`src/rtl/ev_motor_pkg.sv`:
```
// Shared types, default constants and helpers for the multi-channel EV motor drive.
package ev_motor_pkg;

    typedef enum logic [1:0] {
        IDLE    = 2'd0,
        RAMP_UP = 2'd1,
        RAMP_DN = 2'd2,
        HOLD    = 2'd3
    } ch_state_e;

    localparam int TEMP_AMB_DEF   = 25;
    localparam int TEMP_TRIP_DEF  = 85;
    localparam int TEMP_CLEAR_DEF = 75;
    localparam int TEMP_MAX_DEF   = 100;
    localparam int HOT_SPD_DEF    = 50;

    // Net pedal demand scaled up to duty width; brake at or above accel means stop.
    function automatic int unsigned scale_target(input int unsigned accel,
                                                 input int unsigned brake,
                                                 input int unsigned shift);
        return (accel > brake) ? ((accel - brake) << shift) : 32'd0;
    endfunction

endpackage

```
`src/rtl/ev_motor_drive_multi_channel.sv`:
```
// One motor channel: held target, slew-limited speed FSM and registered PWM compare.
module ev_ramp_channel
    import ev_motor_pkg::*;
#(
    parameter int DUTY_W    = 8,
    parameter int CMD_W     = 4,
    parameter int RAMP_STEP = 16
) (
    input  logic              clk,
    input  logic              rst,
    input  logic              estop,
    input  logic              tick,
    input  logic              overheat,
    input  logic              cmd_we,
    input  logic [CMD_W-1:0]  cmd_accel,
    input  logic [CMD_W-1:0]  cmd_brake,
    input  logic [DUTY_W-1:0] pwm_cnt,
    output logic [DUTY_W-1:0] speed_o,
    output logic              busy_o,
    output logic              pwm_o
);

    localparam logic [DUTY_W-1:0] STEP = DUTY_W'(RAMP_STEP);

    ch_state_e         state_q, state_d;
    logic [DUTY_W-1:0] target_q, target_d;
    logic [DUTY_W-1:0] speed_q, speed_d;
    logic [DUTY_W-1:0] eff, diff;
    logic              pwm_q, pwm_d;

    always_comb begin
        target_d = target_q;
        speed_d  = speed_q;
        state_d  = state_q;
        diff     = '0;
        eff      = overheat ? (target_q >> 1) : target_q;
        pwm_d    = (pwm_cnt < speed_q);

        if (estop) begin
            target_d = '0;
            speed_d  = '0;
            state_d  = IDLE;
        end else begin
            // The tick works on target_q, so a command landing on the same edge waits a tick.
            if (tick) begin
                if (speed_q < eff) begin
                    diff    = eff - speed_q;
                    speed_d = speed_q + ((diff > STEP) ? STEP : diff);
                    state_d = RAMP_UP;
                end else if (speed_q > eff) begin
                    diff    = speed_q - eff;
                    speed_d = speed_q - ((diff > STEP) ? STEP : diff);
                    state_d = RAMP_DN;
                end else begin
                    state_d = (speed_q == '0) ? IDLE : HOLD;
                end
            end
            if (cmd_we) begin
                target_d = DUTY_W'(scale_target(32'(cmd_accel), 32'(cmd_brake),
                                                32'(DUTY_W - CMD_W)));
            end
        end
    end

    always_ff @(posedge clk) begin
        if (rst) begin
            state_q  <= IDLE;
            target_q <= '0;
            speed_q  <= '0;
            pwm_q    <= 1'b0;
        end else begin
            state_q  <= state_d;
            target_q <= target_d;
            speed_q  <= speed_d;
            pwm_q    <= pwm_d;
        end
    end

    assign speed_o = speed_q;
    assign busy_o  = (state_q != IDLE);
    assign pwm_o   = pwm_q;

endmodule

```
`src/rtl/ev_motor_drive_multi.sv`:
```
// Multi-channel EV motor drive: command decode, prescaler, shared PWM counter, thermal derating.
// Define EV_PWM_CENTER_ALIGNED_EN for an up/down (center-aligned) PWM counter.
module ev_motor_drive_multi
    import ev_motor_pkg::*;
#(
    parameter int NUM_CH     = 2,
    parameter int DUTY_W     = 8,
    parameter int CMD_W      = 4,
    parameter int RAMP_STEP  = 16,
    parameter int TICK_DIV   = 1024,
    parameter int TEMP_W     = 7,
    parameter int TEMP_AMB   = TEMP_AMB_DEF,
    parameter int TEMP_TRIP  = TEMP_TRIP_DEF,
    parameter int TEMP_CLEAR = TEMP_CLEAR_DEF,
    parameter int TEMP_MAX   = TEMP_MAX_DEF,
    parameter int HOT_SPD    = HOT_SPD_DEF,
    localparam int CH_W      = (NUM_CH > 1) ? $clog2(NUM_CH) : 1
) (
    input  logic                     clk,
    input  logic                     rst,
    input  logic                     estop,
    input  logic                     cmd_valid,
    output logic                     cmd_ready,
    input  logic [CH_W-1:0]          cmd_ch,
    input  logic [CMD_W-1:0]         cmd_accel,
    input  logic [CMD_W-1:0]         cmd_brake,
    output logic [NUM_CH-1:0]        pwm_out,
    output logic [NUM_CH*DUTY_W-1:0] speed_o,
    output logic [NUM_CH-1:0]        busy_o,
    output logic [TEMP_W-1:0]        temp_o,
    output logic                     overheat_o
);

    localparam int PRE_W = $clog2(TICK_DIV);
    localparam int CHW1  = CH_W + 1;
    localparam logic [PRE_W-1:0]  PRE_MAX  = PRE_W'(TICK_DIV - 1);
    localparam logic [CH_W:0]     NUM_CH_L = CHW1'(NUM_CH);
    localparam logic [DUTY_W-1:0] HOT_L    = DUTY_W'(HOT_SPD);
    localparam logic [DUTY_W-1:0] CNT_MAX  = '1;
    localparam logic [TEMP_W-1:0] T_AMB    = TEMP_W'(TEMP_AMB);
    localparam logic [TEMP_W-1:0] T_TRIP   = TEMP_W'(TEMP_TRIP);
    localparam logic [TEMP_W-1:0] T_CLR    = TEMP_W'(TEMP_CLEAR);
    localparam logic [TEMP_W-1:0] T_MAX    = TEMP_W'(TEMP_MAX);

    logic [PRE_W-1:0]  presc_q, presc_d;
    logic [DUTY_W-1:0] pwm_cnt_q, pwm_cnt_d;
    logic [TEMP_W-1:0] temp_q, temp_d;
    logic              overheat_q, overheat_d;
    logic              rdy_q;
    logic              tick, accept, ch_ok;
    logic [NUM_CH-1:0] hot_w, we_w;
`ifdef EV_PWM_CENTER_ALIGNED_EN
    logic              cnt_dn_q, cnt_dn_d;
`endif

    // Ready drops combinationally with estop so no command slips in on the estop cycle.
    assign cmd_ready = rdy_q & ~estop;
    assign accept    = cmd_valid & cmd_ready;
    assign ch_ok     = ({1'b0, cmd_ch} < NUM_CH_L);
    assign tick      = (presc_q == PRE_MAX);

    always_comb begin
        presc_d    = tick ? '0 : presc_q + 1'b1;
        temp_d     = temp_q;
        overheat_d = overheat_q;

`ifdef EV_PWM_CENTER_ALIGNED_EN
        cnt_dn_d = cnt_dn_q;
        if (!cnt_dn_q) begin
            if (pwm_cnt_q == CNT_MAX) begin
                cnt_dn_d  = 1'b1;
                pwm_cnt_d = pwm_cnt_q - 1'b1;
            end else begin
                pwm_cnt_d = pwm_cnt_q + 1'b1;
            end
        end else begin
            if (pwm_cnt_q == '0) begin
                cnt_dn_d  = 1'b0;
                pwm_cnt_d = pwm_cnt_q + 1'b1;
            end else begin
                pwm_cnt_d = pwm_cnt_q - 1'b1;
            end
        end
`else
        pwm_cnt_d = pwm_cnt_q + 1'b1;
`endif

        if (tick) begin
            if (|hot_w) begin
                temp_d = (temp_q >= T_MAX) ? T_MAX : temp_q + 1'b1;
            end else begin
                temp_d = (temp_q <= T_AMB) ? T_AMB : temp_q - 1'b1;
            end
        end

        // Hysteresis band between clear and trip keeps the previous state.
        if (temp_q >= T_TRIP) begin
            overheat_d = 1'b1;
        end else if (temp_q <= T_CLR) begin
            overheat_d = 1'b0;
        end
    end

    always_ff @(posedge clk) begin
        if (rst) begin
            presc_q    <= '0;
            pwm_cnt_q  <= '0;
            temp_q     <= T_AMB;
            overheat_q <= 1'b0;
            rdy_q      <= 1'b0;
`ifdef EV_PWM_CENTER_ALIGNED_EN
            cnt_dn_q   <= 1'b0;
`endif
        end else begin
            presc_q    <= presc_d;
            pwm_cnt_q  <= pwm_cnt_d;
            temp_q     <= temp_d;
            overheat_q <= overheat_d;
            rdy_q      <= 1'b1;
`ifdef EV_PWM_CENTER_ALIGNED_EN
            cnt_dn_q   <= cnt_dn_d;
`endif
        end
    end

    for (genvar gi = 0; gi < NUM_CH; gi++) begin : g_ch
        assign we_w[gi]  = accept & ch_ok & (cmd_ch == CH_W'(gi));
        assign hot_w[gi] = (speed_o[gi*DUTY_W +: DUTY_W] > HOT_L);

        ev_ramp_channel #(
            .DUTY_W    (DUTY_W),
            .CMD_W     (CMD_W),
            .RAMP_STEP (RAMP_STEP)
        ) u_ch (
            .clk       (clk),
            .rst       (rst),
            .estop     (estop),
            .tick      (tick),
            .overheat  (overheat_q),
            .cmd_we    (we_w[gi]),
            .cmd_accel (cmd_accel),
            .cmd_brake (cmd_brake),
            .pwm_cnt   (pwm_cnt_q),
            .speed_o   (speed_o[gi*DUTY_W +: DUTY_W]),
            .busy_o    (busy_o[gi]),
            .pwm_o     (pwm_out[gi])
        );
    end

    assign temp_o     = temp_q;
    assign overheat_o = overheat_q;

endmodule

```
`config.mk`:
```
export PLATFORM = sky130hd
export DESIGN_NAME = ev_motor_drive_multi
export DESIGN_NICKNAME = d
export VERILOG_FILES = /design/src/rtl/ev_motor_pkg.sv /design/src/rtl/ev_motor_drive_multi_channel.sv /design/src/rtl/ev_motor_drive_multi.sv
export SDC_FILE = /design/constraint.sdc
export NUM_CORES = 1
export LEC_CHECK = 0
export ABC_AREA = 0
export BUFFER_PORTS_ARGS = -buffer_cell sky130_fd_sc_hd__buf_2
export CORE_ASPECT_RATIO = 0.6
export CORE_UTILIZATION = 50
export CTS_CLUSTER_DIAMETER = 150
export DETAILED_ROUTE_END_ITERATION = 6
export PLACE_DENSITY_LB_ADDON = 0.2
export SLEW_MARGIN = 20
export SYNTH_ARGS = -nofsm -noshare
export SYNTH_HDL_FRONTEND = slang
export SYNTH_HIERARCHICAL = 1
export SYNTH_SLANG_ARGS = --single-unit
```
`constraint.sdc`:
```
create_clock -name clk -period 4.7 [get_ports clk]
set_clock_uncertainty 0.05 [all_clocks]
set_input_delay 0.235 -clock clk [delete_from_list [all_inputs] [get_ports clk]]
set_output_delay 0.235 -clock clk [all_outputs]
set_load 0.03 [all_outputs]
```
== Word level (Yosys, flattened, before mapping) ==
Cells that the tools add are included.
Widths: inputs -> output; s select.

* Add/sub/neg operators: 13
* Multipliers: 0
* Div/mod/pow operators: 0
* $lt $le $gt $ge: 17
* Eq/ne operators: 1
* Shift-type cells: 0
* Muxes and demuxes: 23
* Bitwise logic cells: 6
* Reduce and logical (&&, ||, !) cells: 12

{| class="wikitable"
|+ Operators by type and width
! cell !! count
|-
| $mux 8 || 11
|-
| $sub 8x8->8 || 6
|-
| $gt 8x5->1 const B || 4
|-
| $lt 8x8->1 || 4
|-
| $mux 7 || 3
|-
| $add 8x8->8 || 2
|-
| $gt 8x6->1 const B || 2
|-
| $gt 8x8->1 || 2
|-
| $logic_not 8->1 || 2
|-
| $ge 7x7->1 const B || 2
|-
| $mux 2 || 6
|-
| $add 10x1->10 const B || 1
|-
| $eq 10x10->1 const B || 1
|-
| $reduce_bool 2->1 || 5
|-
| $add 8x1->8 const B || 1
|-
| $add 7x1->7 const B || 1
|-
| $le 7x5->1 const B || 1
|-
| $le 7x7->1 const B || 1
|-
| $sub 7x1->7 const B || 1
|-
| $reduce_or 2->1 || 3
|-
| $and 1x1->1 || 4
|-
| $gt 4x4->1 || 1
|-
| $reduce_and 2->1 || 2
|-
| $sub 4x4->4 || 1
|-
| 2 further kinds || 5
|}

* Flip-flop bits (word level): 65
* Latch bits: 0
* Bits in writable memories: 0
* Memory bits (read-only): 0
* Output and inout port bits: 29
* Word-level logic and storage cells: 85
* Memories: 0

== Longest topological paths before layout ==
Gate-level depths: netlist of run 1.

* Depth in word-level cells: 7
* Mapped depth: 23

== Cells and area by module ==
Netlist of run 1, hierarchy kept.

{| class="wikitable"
|+ By module, submodules not included
! module !! instances !! cells an instance !! area each (um2) !! seq. area each (um2)
|-
| ev_ramp_channel (g_ch[0].u_ch) || 1 || 252 || 2000.7 || 300.3
|-
| ev_ramp_channel (g_ch[1].u_ch) || 1 || 230 || 1861.8 || 300.3
|-
| ev_motor_drive_multi || 1 || 179 || 1498.9 || 540.5
|}

== Least setup slack after synthesis of run 1 ==
Ideal clock, no wire load.

* Path type: register -> register
* Start: reg overheat_q, in the netlist overheat_o
* End: reg g_ch[1].u_ch.speed_q[7]
* Data arrival time: 4.792 ns
* Slack: -0.214 ns
* Cell stages (with the launch flop): 21
* Path buffers: 0
* Period minus slack after synthesis: 4.914 ns
* Cell sequence: dfxtp_1 > mux2i_1 > inv_1 > ha_1 > and4b_1 > a211oi_1 > a21boi_1 > nor3b_2 > nand2_1 > ha_1 > nand2_1 > or4_1 > o21ai_1 > a22o_1 > ha_1 > and3_1 > a211oi_1 > a21oi_1 > or2_2 > a31oi_1 > mux2i_1

* Longest elaborated chain between the ends: 7
* Elaborated cells between the ends (all ways): 15

{| class="wikitable"
|+ Ends and longest elaborated chain
! what !! line !! RTL
|-
| start: declaration || ev_motor_drive_multi.sv:48 || <nowiki>logic overheat_q, overheat_d;</nowiki>
|-
| start signal: assignment || ev_motor_drive_multi.sv:118 || <nowiki>overheat_q <= overheat_d;</nowiki>
|-
| $mux 8 * || ev_motor_drive_multi_channel.sv:36 || <nowiki>eff = overheat ? (target_q >> 1) : target_q;</nowiki>
|-
| $sub 8x8->8 || ev_motor_drive_multi_channel.sv:51 || <nowiki>diff = speed_q - eff;</nowiki>
|-
| $gt 8x5->1 || ev_motor_drive_multi_channel.sv:52 || <nowiki>speed_d = speed_q - ((diff > STEP) ? STEP : diff);</nowiki>
|-
| $mux 8 || ev_motor_drive_multi_channel.sv:52 ||
|-
| $sub 8x8->8 || ev_motor_drive_multi_channel.sv:52 ||
|-
| $mux 8 || ev_motor_drive_multi_channel.sv:50 || <nowiki>end else if (speed_q > eff) begin</nowiki>
|-
| $mux 8 || ev_motor_drive_multi_channel.sv:46 || <nowiki>if (speed_q < eff) begin</nowiki>
|-
| end signal: assignment || ev_motor_drive_multi_channel.sv:74 || <nowiki>speed_q <= speed_d;</nowiki>
|-
| end: declaration || ev_motor_drive_multi_channel.sv:27 || <nowiki>logic [DUTY_W-1:0] speed_q, speed_d;</nowiki>
|}

Every way passes the cells marked *; elsewhere a longest branch is shown, timed or not. The select of a mux whose other input is x is not followed.
A chain may end at the register's enable or synchronous reset.

== Worst setup path after layout of run 1 ==
Same ends and word-level chain as after synthesis.

==> results, run 1 <==
- The height of the die is 82.2 um.
- The internal power is 0.00101 W.
- The reg-to-reg critical path startpoint is overheat_o$_SDFFE_PP0P_.
- The final HPWL from detailed placement is 11000 um.
- The clock buffer count from CTS is 9.
- The share of total power dissipated in combinational logic is 9.1%.
- The wire length of the first global-routing pass is 24100 um.
- The number of endpoints with negative hold slack in the final report was 0.
- The count of pins over their slew limit is 0.
- After detailed routing, the average wire length per cell comes to 17.0 um.
- Registers are responsible for 36.9% of the overall power.
- The maximum fanout along the worst path is 7.
- The critical path class is register to register.
- In this run the standard cell core region covers 0.0101 mm2.
- The summed instance area of the synthesized netlist is 0.00536 mm2.
- The weighted congestion at the end of routability-driven global placement is 0.934.
- The worst hold path depth is 5.
- The via count of the first global-routing pass is 4786.
- The maximum resistive drop on vdd is 182 uV.
- Counting every sink on the clock net gives 57.
- The flow ran to the end, and the final reports show no timing, DRC or antenna violations.
- The end point of the worst hold path is g_ch[0].u_ch/target_q[4]$_SDFFE_PP0P_.
- The fill cell instance count of the final layout is 858.
- In this run the core area contains 28 standard-cell rows.
- The number of antenna violations at the first check in global routing is 0.
- The tool flagged a number of max-cap violations equal to 0.
- Ranked by total cell area, the synthesized netlist is headed by dfxtp_1 (21%), ha_1 (16%), nor2_1 (4.7%).
- The total number of vias is 5048.
- The portion of the post-synthesis area used by sequential elements is 21.3%.
- The post-route netlist has 19.3% of its cells at a drive strength greater than 1.
- The post-synth net total is 747.
- The arrival time of the worst setup path is 4.73 ns.
- The synthesized area per cell is 8.11 um2.
- The commonest cells after synthesis are ha_1 (67), nor2_1 (67), dfxtp_1 (57).
- The number of buffers inserted by port buffering is 41.
- Global routing finished with a remaining overflow of 0.
- The synthesized design contains 0 enable-type register cells.
- The power density of the placed cells is 213 mW/mm2.
- After the last flow step, the layout net total stands at 808.
- The post-route fraction of the period consumed by the critical path is 96.3%.
- The most used flip-flop cell after synthesis is dfxtp_1.
- Hold repair after CTS inserted 0 buffers.
- The critical path data required time is 4.90 ns.
- The classification of the worst-slack hold path is input port to register.
- The clock tree buffer depth is 2.
- The final critical path time including I/O delays and setup is 4.53 ns.
- The H-tree was split into 3 levels.
- For this run, asynchronously set or reset flops after synthesis account for 0%.
- The largest area contributor in the synthesized netlist is dfxtp_1.
- The number of cells in the finished layout apart from fillers is 862.
- The pin slew with the least headroom to its limit is 1.08 ns.
- In the routed design, unresolved DRC markers number 0.
- The worst register-to-register path ends at g_ch[1].u_ch/speed_o[7]$_SDFFE_PP0P_.
- The total wire length after detailed routing is 14700 um.
- The worst reg-to-reg setup slack is 0.17 ns.
- The total routing resource utilization after global routing is 27.8%.
- The cell at the root of the clock tree is clkbuf_16.
- The cell count of the worst reg-to-reg path is 17.
- STA classifies the critical path startpoint as a register.
- In this run, the number of DRC markers left after iteration 0 of detailed routing was 332.
- The final-layout worst hold slack is 0.296 ns.
- The remaining max-slew budget at the tightest pin is 27.3%.
- The beginning of the worst hold path is cmd_ch.
- The die area is 0.0112 mm2.
- The flip-flop and latch count after synthesis is 57.
- In this run, the clock network consumes 54.0% of the power.
- The net switching power of the design is 0.000331 W.
- Entering global routing, the biggest net connects 33 pins.
- During I/O placement, the number of pins put on the boundary was 42.
- The final core area utilization is 62.2%.
- The antenna diode instance count is 0.
- Of the post-synthesis cell area, the dominant cell type holds 21.3%.
- TritonCTS built the clock tree.
- The sort of element at the end of the critical path is a register.
- Setup violations remaining at the end of the flow were counted as 0.
- After detailed placement, the design holds a cell count of 838.
- The number of warning messages in the yosys log is 6.
- The clock latency on the worst-skew pair is 0.34 ns.
- The count of nets left with antenna violations once routing finished came out at 0.
- The achievable frequency is 0.221 GHz.
- The switching share of power is 24.7%.
- Using the TritonRoute via totals, the vias-per-cell ratio works out to 5.86.
- The netlist uses 77 different library cells.
- The synthesis-to-layout area growth is 17.5%.
- The clock-pin transition on the worst setup and hold timing paths is 0.06 ns.
- The cell count after synthesis came out at 661.
- The leakage power figure is 2.68 nW.
- Before antenna repair, the detailed router went through 4 iterations.
- The chip width is 136 um.
- The starting density of the core is 53.0%.
-- per-stage QoR --
| step | worst slack, ns | instance area, um2 | TNS, ns | power (W) |
|---|---|---|---|---|
| 3_3_place_gp | 0.0720 | 5800 | 0 | 0.000619 |
| 5_1_grt | -0.0207 | 6300 | -0.0272 | 0.00138 |
| 4_1_cts | 0.0154 | 6130 | 0 | 0.00134 |
| 3_5_place_dp | -0.0948 | 5800 | -0.166 | 0.000622 |
| 2_1_floorplan | 0.00183 | 5360 | 0 | 0.000588 |
| 6_report | 0.174 | 6300 | 0 | 0.00134 |
-- registers in the layout (all words and copies together) (netlist names) --
signal	count
g_ch.u_ch/pwm_o	2
g_ch.u_ch/target_q	8
rdy_q	1
g_ch.u_ch/speed_o	16
g_ch.u_ch/state_q	4
pwm_cnt_q	8
overheat_o	1
presc_q	10
temp_o	7
-- worst max-delay path, cell delays in order (launching register included) --
cell and delay [ns]:
dfxtp_4 0.44, mux2i_2 0.29, inv_1 0.08, ha_2 0.31, o21a_1 0.20, or3_1 0.31
a32oi_2 0.23, nor3b_2 0.23, nand2_1 0.08, ha_1 0.30, a22oi_1 0.29, ha_1 0.30
a21o_1 0.21, a211oi_2 0.28, a21oi_2 0.10, or3_1 0.31, a31oi_1 0.21, mux2i_1 0.23
-- layer usage --
metal / vias to the layer above / track usage, % / routed length (um) / part of all wire, %
li1: 2487 / - / - / -
met1: 2389 / 40.0 / 7570 / 52
met2: 158 / 41.7 / 6060 / 41
met3: 14 / 5.92 / 930 / 6.3
met4: 0 / 6.74 / 125 / 0.85
met5: - / 0 / 0 / 0
-- cell type report --
cell class	instances	area (um2)	share of cell area, %
multi-input combinational	530	4020	63.8
sequential	57	1140	18.2
timing repair buffer	74	457	7.25
clock buffer	10	229	3.63
inverter	50	188	2.98
tap	135	169	2.68
clock inverter	6	92.6	1.47
-- cells in the final DEF (no fill, tap or decap), drive strengths merged, types with 4 or more instances in the layout --
master and instances:
or2 8, nor2b 12, nor3 23, xnor2 24
o211ai 5, nand3 16, a21o 18, inv 50
nor4 7, fa 6, o21bai 4, mux2i 17
nand4 4, o21ai 26, nor3b 4, or3 6
buf 74, o21a 9, nand2b 12, clkbuf 10
xor2 19, or4 4, a21oi 40, a22oi 11
nor2 69, a31oi 4, ha 67, a211oi 13
and2 5, nand2 40, and3 9, dfxtp 57
-- repair_timing --
action                                  CTS  global route
setup buffers                             0             8
resized for setup                         3            28
pin swaps                                 0             9
endpoints found under the setup margin    3             6
-- worst max-delay path by stage --
| stage | start | to | cells after the start |
|---|---|---|---|
| after CTS | overheat_o$_SDFFE_PP0P_ | g_ch[0].u_ch/speed_o[7]$_SDFFE_PP0P_ | 19 |
| after floorplan | overheat_o$_SDFFE_PP0P_ | g_ch[1].u_ch/speed_o[7]$_SDFFE_PP0P_ | 20 |
| after global routing | overheat_o$_SDFFE_PP0P_ | g_ch[0].u_ch/speed_o[7]$_SDFFE_PP0P_ | 18 |
| after global placement | overheat_o$_SDFFE_PP0P_ | g_ch[1].u_ch/speed_o[7]$_SDFFE_PP0P_ | 20 |
| after detailed placement | overheat_o$_SDFFE_PP0P_ | g_ch[0].u_ch/speed_o[7]$_SDFFE_PP0P_ | 19 |
| final | overheat_o$_SDFFE_PP0P_ | g_ch[1].u_ch/speed_o[7]$_SDFFE_PP0P_ | 17 |
-- power by group through the flow --
stage	clock, W	combinational [W]	sequential [W]
2_1_floorplan	0	0.0000796	0.000508
3_3_place_gp	0	0.000113	0.000506
3_5_place_dp	0	0.000116	0.000506
4_1_cts	0.000731	0.000117	0.000495
5_1_grt	0.000752	0.000136	0.000496
6_report	0.000725	0.000122	0.000495
-- kinds of logic (layout without fill, tap and decap cells) --
logic type                 Yosys count  in the layout  share of synthesized area [%]
AOI/OAI and AO/OA                  166            166                           21.9
xor gates and xnor gates            43             43                           7.02
adders and majority gates           73             73                           17.9
buffers and inverters               74            140                           5.88
DFF                                 57             57                           21.3
muxes                               18             18                           3.38
and+or+nand+nor                    230            230                           22.7
No activity file was read; power rests on OpenSTA's default activity.
==> run 2: changes to the inputs <==
--- a/config.mk
+++ b/config.mk
@@ -7,7 +7,6 @@
 export LEC_CHECK = 0
 export ABC_AREA = 0
 export BUFFER_PORTS_ARGS = -buffer_cell sky130_fd_sc_hd__buf_2
-export CORE_ASPECT_RATIO = 0.6
 export CORE_UTILIZATION = 50
 export CTS_CLUSTER_DIAMETER = 150
 export DETAILED_ROUTE_END_ITERATION = 6
==> run 2 against run 1 <==
  * Global-route usage fell by 3.1 points
  * Critical path depth grew 2
  * Die area fell by 0.12%
  * Worst setup slack got worse by 0.033 ns
  * Sequential power about the same
  * Cell count unchanged
  * Non-clock buffer count shrank 1
  * Design area down 1.7%
  * Clock-buffer cell count down 1
  * Largest cell class unchanged
==> results, run 2 (synthesized netlist as in run 1, its figures left out) <==
- The number of optimization iterations in the first detailed-route pass is 5 (+1).
- The critical path in this run is classified as register to register.
- The H-tree level count was 3 (unchanged).
- The maximum fanout along the worst path is 7 (unchanged).
- The clock sink count came to 57 (unchanged).
- The die area was 0.0111 mm2 (-0.12%).
- The number of routed nets with antenna violations is 0 (unchanged).
- The remaining max-slew budget at the tightest pin was 34.7% (+7.4 points).
- The floorplan row count is 37 (+32%).
- The classification of the worst-slack hold path is input port to register.
- The wire length of the first global-routing pass is 22200 um (-7.9%).
- The final-layout worst hold slack is 0.231 ns (-0.0656 ns).
- The number of antenna violations at the first check in global routing is 0 (unchanged).
- The arrival time of the worst setup path is 4.79 ns (+0.06 ns).
- The clock tree buffer depth is 2 (unchanged).
- The number of buffers inserted by port buffering is 41 (unchanged).
- The number of endpoints with negative hold slack in the final report came to 0 (unchanged).
- The launching element type of the critical path is a register.
- The pin count of the biggest net entering global routing came to 33 (unchanged).
- The antenna diode instance count is 0 (unchanged).
- The number of top-level design ports came to 42 (unchanged).
- The total number of vias is 5063 (+0.30%).
- The final core area utilization was 59.7% (-2.5 points).
- The maximum resistive drop on vdd is 139 uV (-24%).
- The leakage power figure is 2.64 nW (-1.5%).
- The worst reg-to-reg setup slack is 0.14 ns (-0.03 ns).
- The final critical path time including I/O delays and setup was 4.56 ns (+0.0332 ns).
- The via count of the first global-routing pass came to 4638 (-3.1%).
- The beginning of the worst hold path is estop.
- The critical path data required time was 4.94 ns (+0.04 ns).
- The flow ran to the end, and the final reports show no timing, DRC or antenna violations.
- The final net count came to 807 (-0.12%).
- The count of pins over their slew limit came to 0 (unchanged).
- In the layout the commonest cells are nor2_1 (66), ha_1 (62), dfxtp_1 (56).
- The cell at the root of the clock tree is clkbuf_8.
- The weighted congestion at the end of routability-driven global placement is 0.917 (-1.8%).
- The post-route fraction of the period consumed by the critical path came to 97.0% (+0.71 points).
- The synthesis-to-layout area growth is 15.5%.
- The clock buffer count from CTS is 9 (unchanged).
- The number of setup violations in the final report came to 0 (unchanged).
- The pin slew with the least headroom to its limit is 0.973 ns (-0.110 ns).
- The violation count after the first detailed-routing iteration was 309 (-6.9%).
- The starting density of the core came to 51.7% (-1.3 points).
- The height of the die is 106 um (+28%).
- The TritonCTS clock tree is built.
- The number of maximum-capacitance violations is 0 (unchanged).
- The beginning of the critical path is overheat_o$_SDFFE_PP0P_.
- The final HPWL from detailed placement is 10400 um (-5.8%).
- The chip width is 106 um (-22%).
- The number of cells in the finished layout apart from fillers came to 862 (unchanged).
- The average routed wire per standard cell is 15.9 um (-6.9%).
- The achievable frequency is 0.219 GHz (-0.73%).
- The clock-pin transition on the worst setup and hold timing paths is 0.08 ns (+0.02 ns).
- The startpoint identified for the worst register-to-register timing path is overheat_o$_SDFFE_PP0P_.
- The most common library cell in the layout ignoring fill and taps is nor2_1.
- The total routing resource utilization after global routing was 24.7% (-3.1 points).
- STA classifies the critical path endpoint as a register.
- The placeable core region is 0.0104 mm2 (+2.4%).
- The clock latency on the worst-skew pair is 0.36 ns (+0.02 ns).
- The share of layout cells above drive strength 1 is 18.9% (-0.39 points).
- The detailed-route DRC error count was 0 (unchanged).
- The post-route worst setup slack came to 0.140 ns (-0.0332 ns).
- The power density of the placed cells is 186 mW/mm2 (-13%).
- The total global routing overflow is 0 (unchanged).
- The flip-flop count of the largest register after layout is 16 (unchanged).
- The routed via count divided by cell count was 5.87 (+0.30%).
- The total wire length after detailed routing was 13700 um (-6.9%).
- The post-placement setup slack is -0.0498 ns (+0.0450 ns).
- The number of placed cells counting well taps was 839 (+0.12%).
run 2: worst paths after layout:
| path | end | cells after the start |
|---|---|---|
| worst max-delay path | g_ch[1].u_ch/speed_o[7]$_SDFFE_PP0P_ | 19 |
| worst min-delay path | g_ch[1].u_ch/speed_o[7]$_SDFFE_PP0P_ | 4 |
| worst max register to register | g_ch[1].u_ch/speed_o[7]$_SDFFE_PP0P_ | 19 |
| worst min register to register | g_ch[0].u_ch/state_q[1]$_SDFFE_PP0P_ | 2 |
run 2: layout make-up:
type | instances | area, um2
clock buffers | 9 | 124
clock inverters | 7 | 103
fillers | 947 | 4180
inverters | 50 | 188
multi-input cells | 530 | 4020
flip-flops and latches | 57 | 1140
well taps | 136 | 170
repair buffers | 73 | 445
run 2: metrics by stage:
stage	area [um2]	total power [W]	setup TNS (ns)
global route	6190	0.00121	-0.0624
global placement	5800	0.000616	0
finish	6190	0.00115	0
floorplan	5360	0.000588	0
CTS	6040	0.00116	0
detailed placement	5800	0.000622	-0.0498
run 2: report_power, final:
group	switching [W]	leakage [nW]	total [W]	internal (W)
clock	0.000229	0.110	0.000532	0.000303
combinational	0.0000680	2.07	0.000124	0.0000565
sequential	0.00000587	0.462	0.000495	0.000489
run 2: worst max-delay path: stages, from the launching register on:
cell and delay [ns]:
dfxtp_4 0.44, buf_4 0.15, mux2i_2 0.24, inv_1 0.07
ha_1 0.29, o21a_1 0.11, or3_1 0.32, a32oi_2 0.22
nand2_1 0.12, buf_4 0.15, or4_1 0.55, o21ai_1 0.11
a22o_1 0.19, ha_4 0.22, and3_1 0.19, a211oi_2 0.24
a21oi_2 0.11, or3_4 0.35, a31oi_4 0.17, mux2i_1 0.19
run 2: routing by layer:
metal / vias to the layer above / track usage [%] / part of all wire [%]
li1: 2491 / - / -
met1: 2408 / 33.4 / 47
met2: 134 / 39.5 / 47
met3: 30 / 4.27 / 4.1
met4: 0 / 8.83 / 2.2
met5: - / 0 / 0
run 2: what timing repair did:
action	CTS	global route
pin swaps	0	7
endpoints found under the setup margin	1	5
hold buffers	0	0
gates cloned	0	0
endpoints found under the hold margin	0	0
setup buffers	0	7
gates resized for setup	3	22
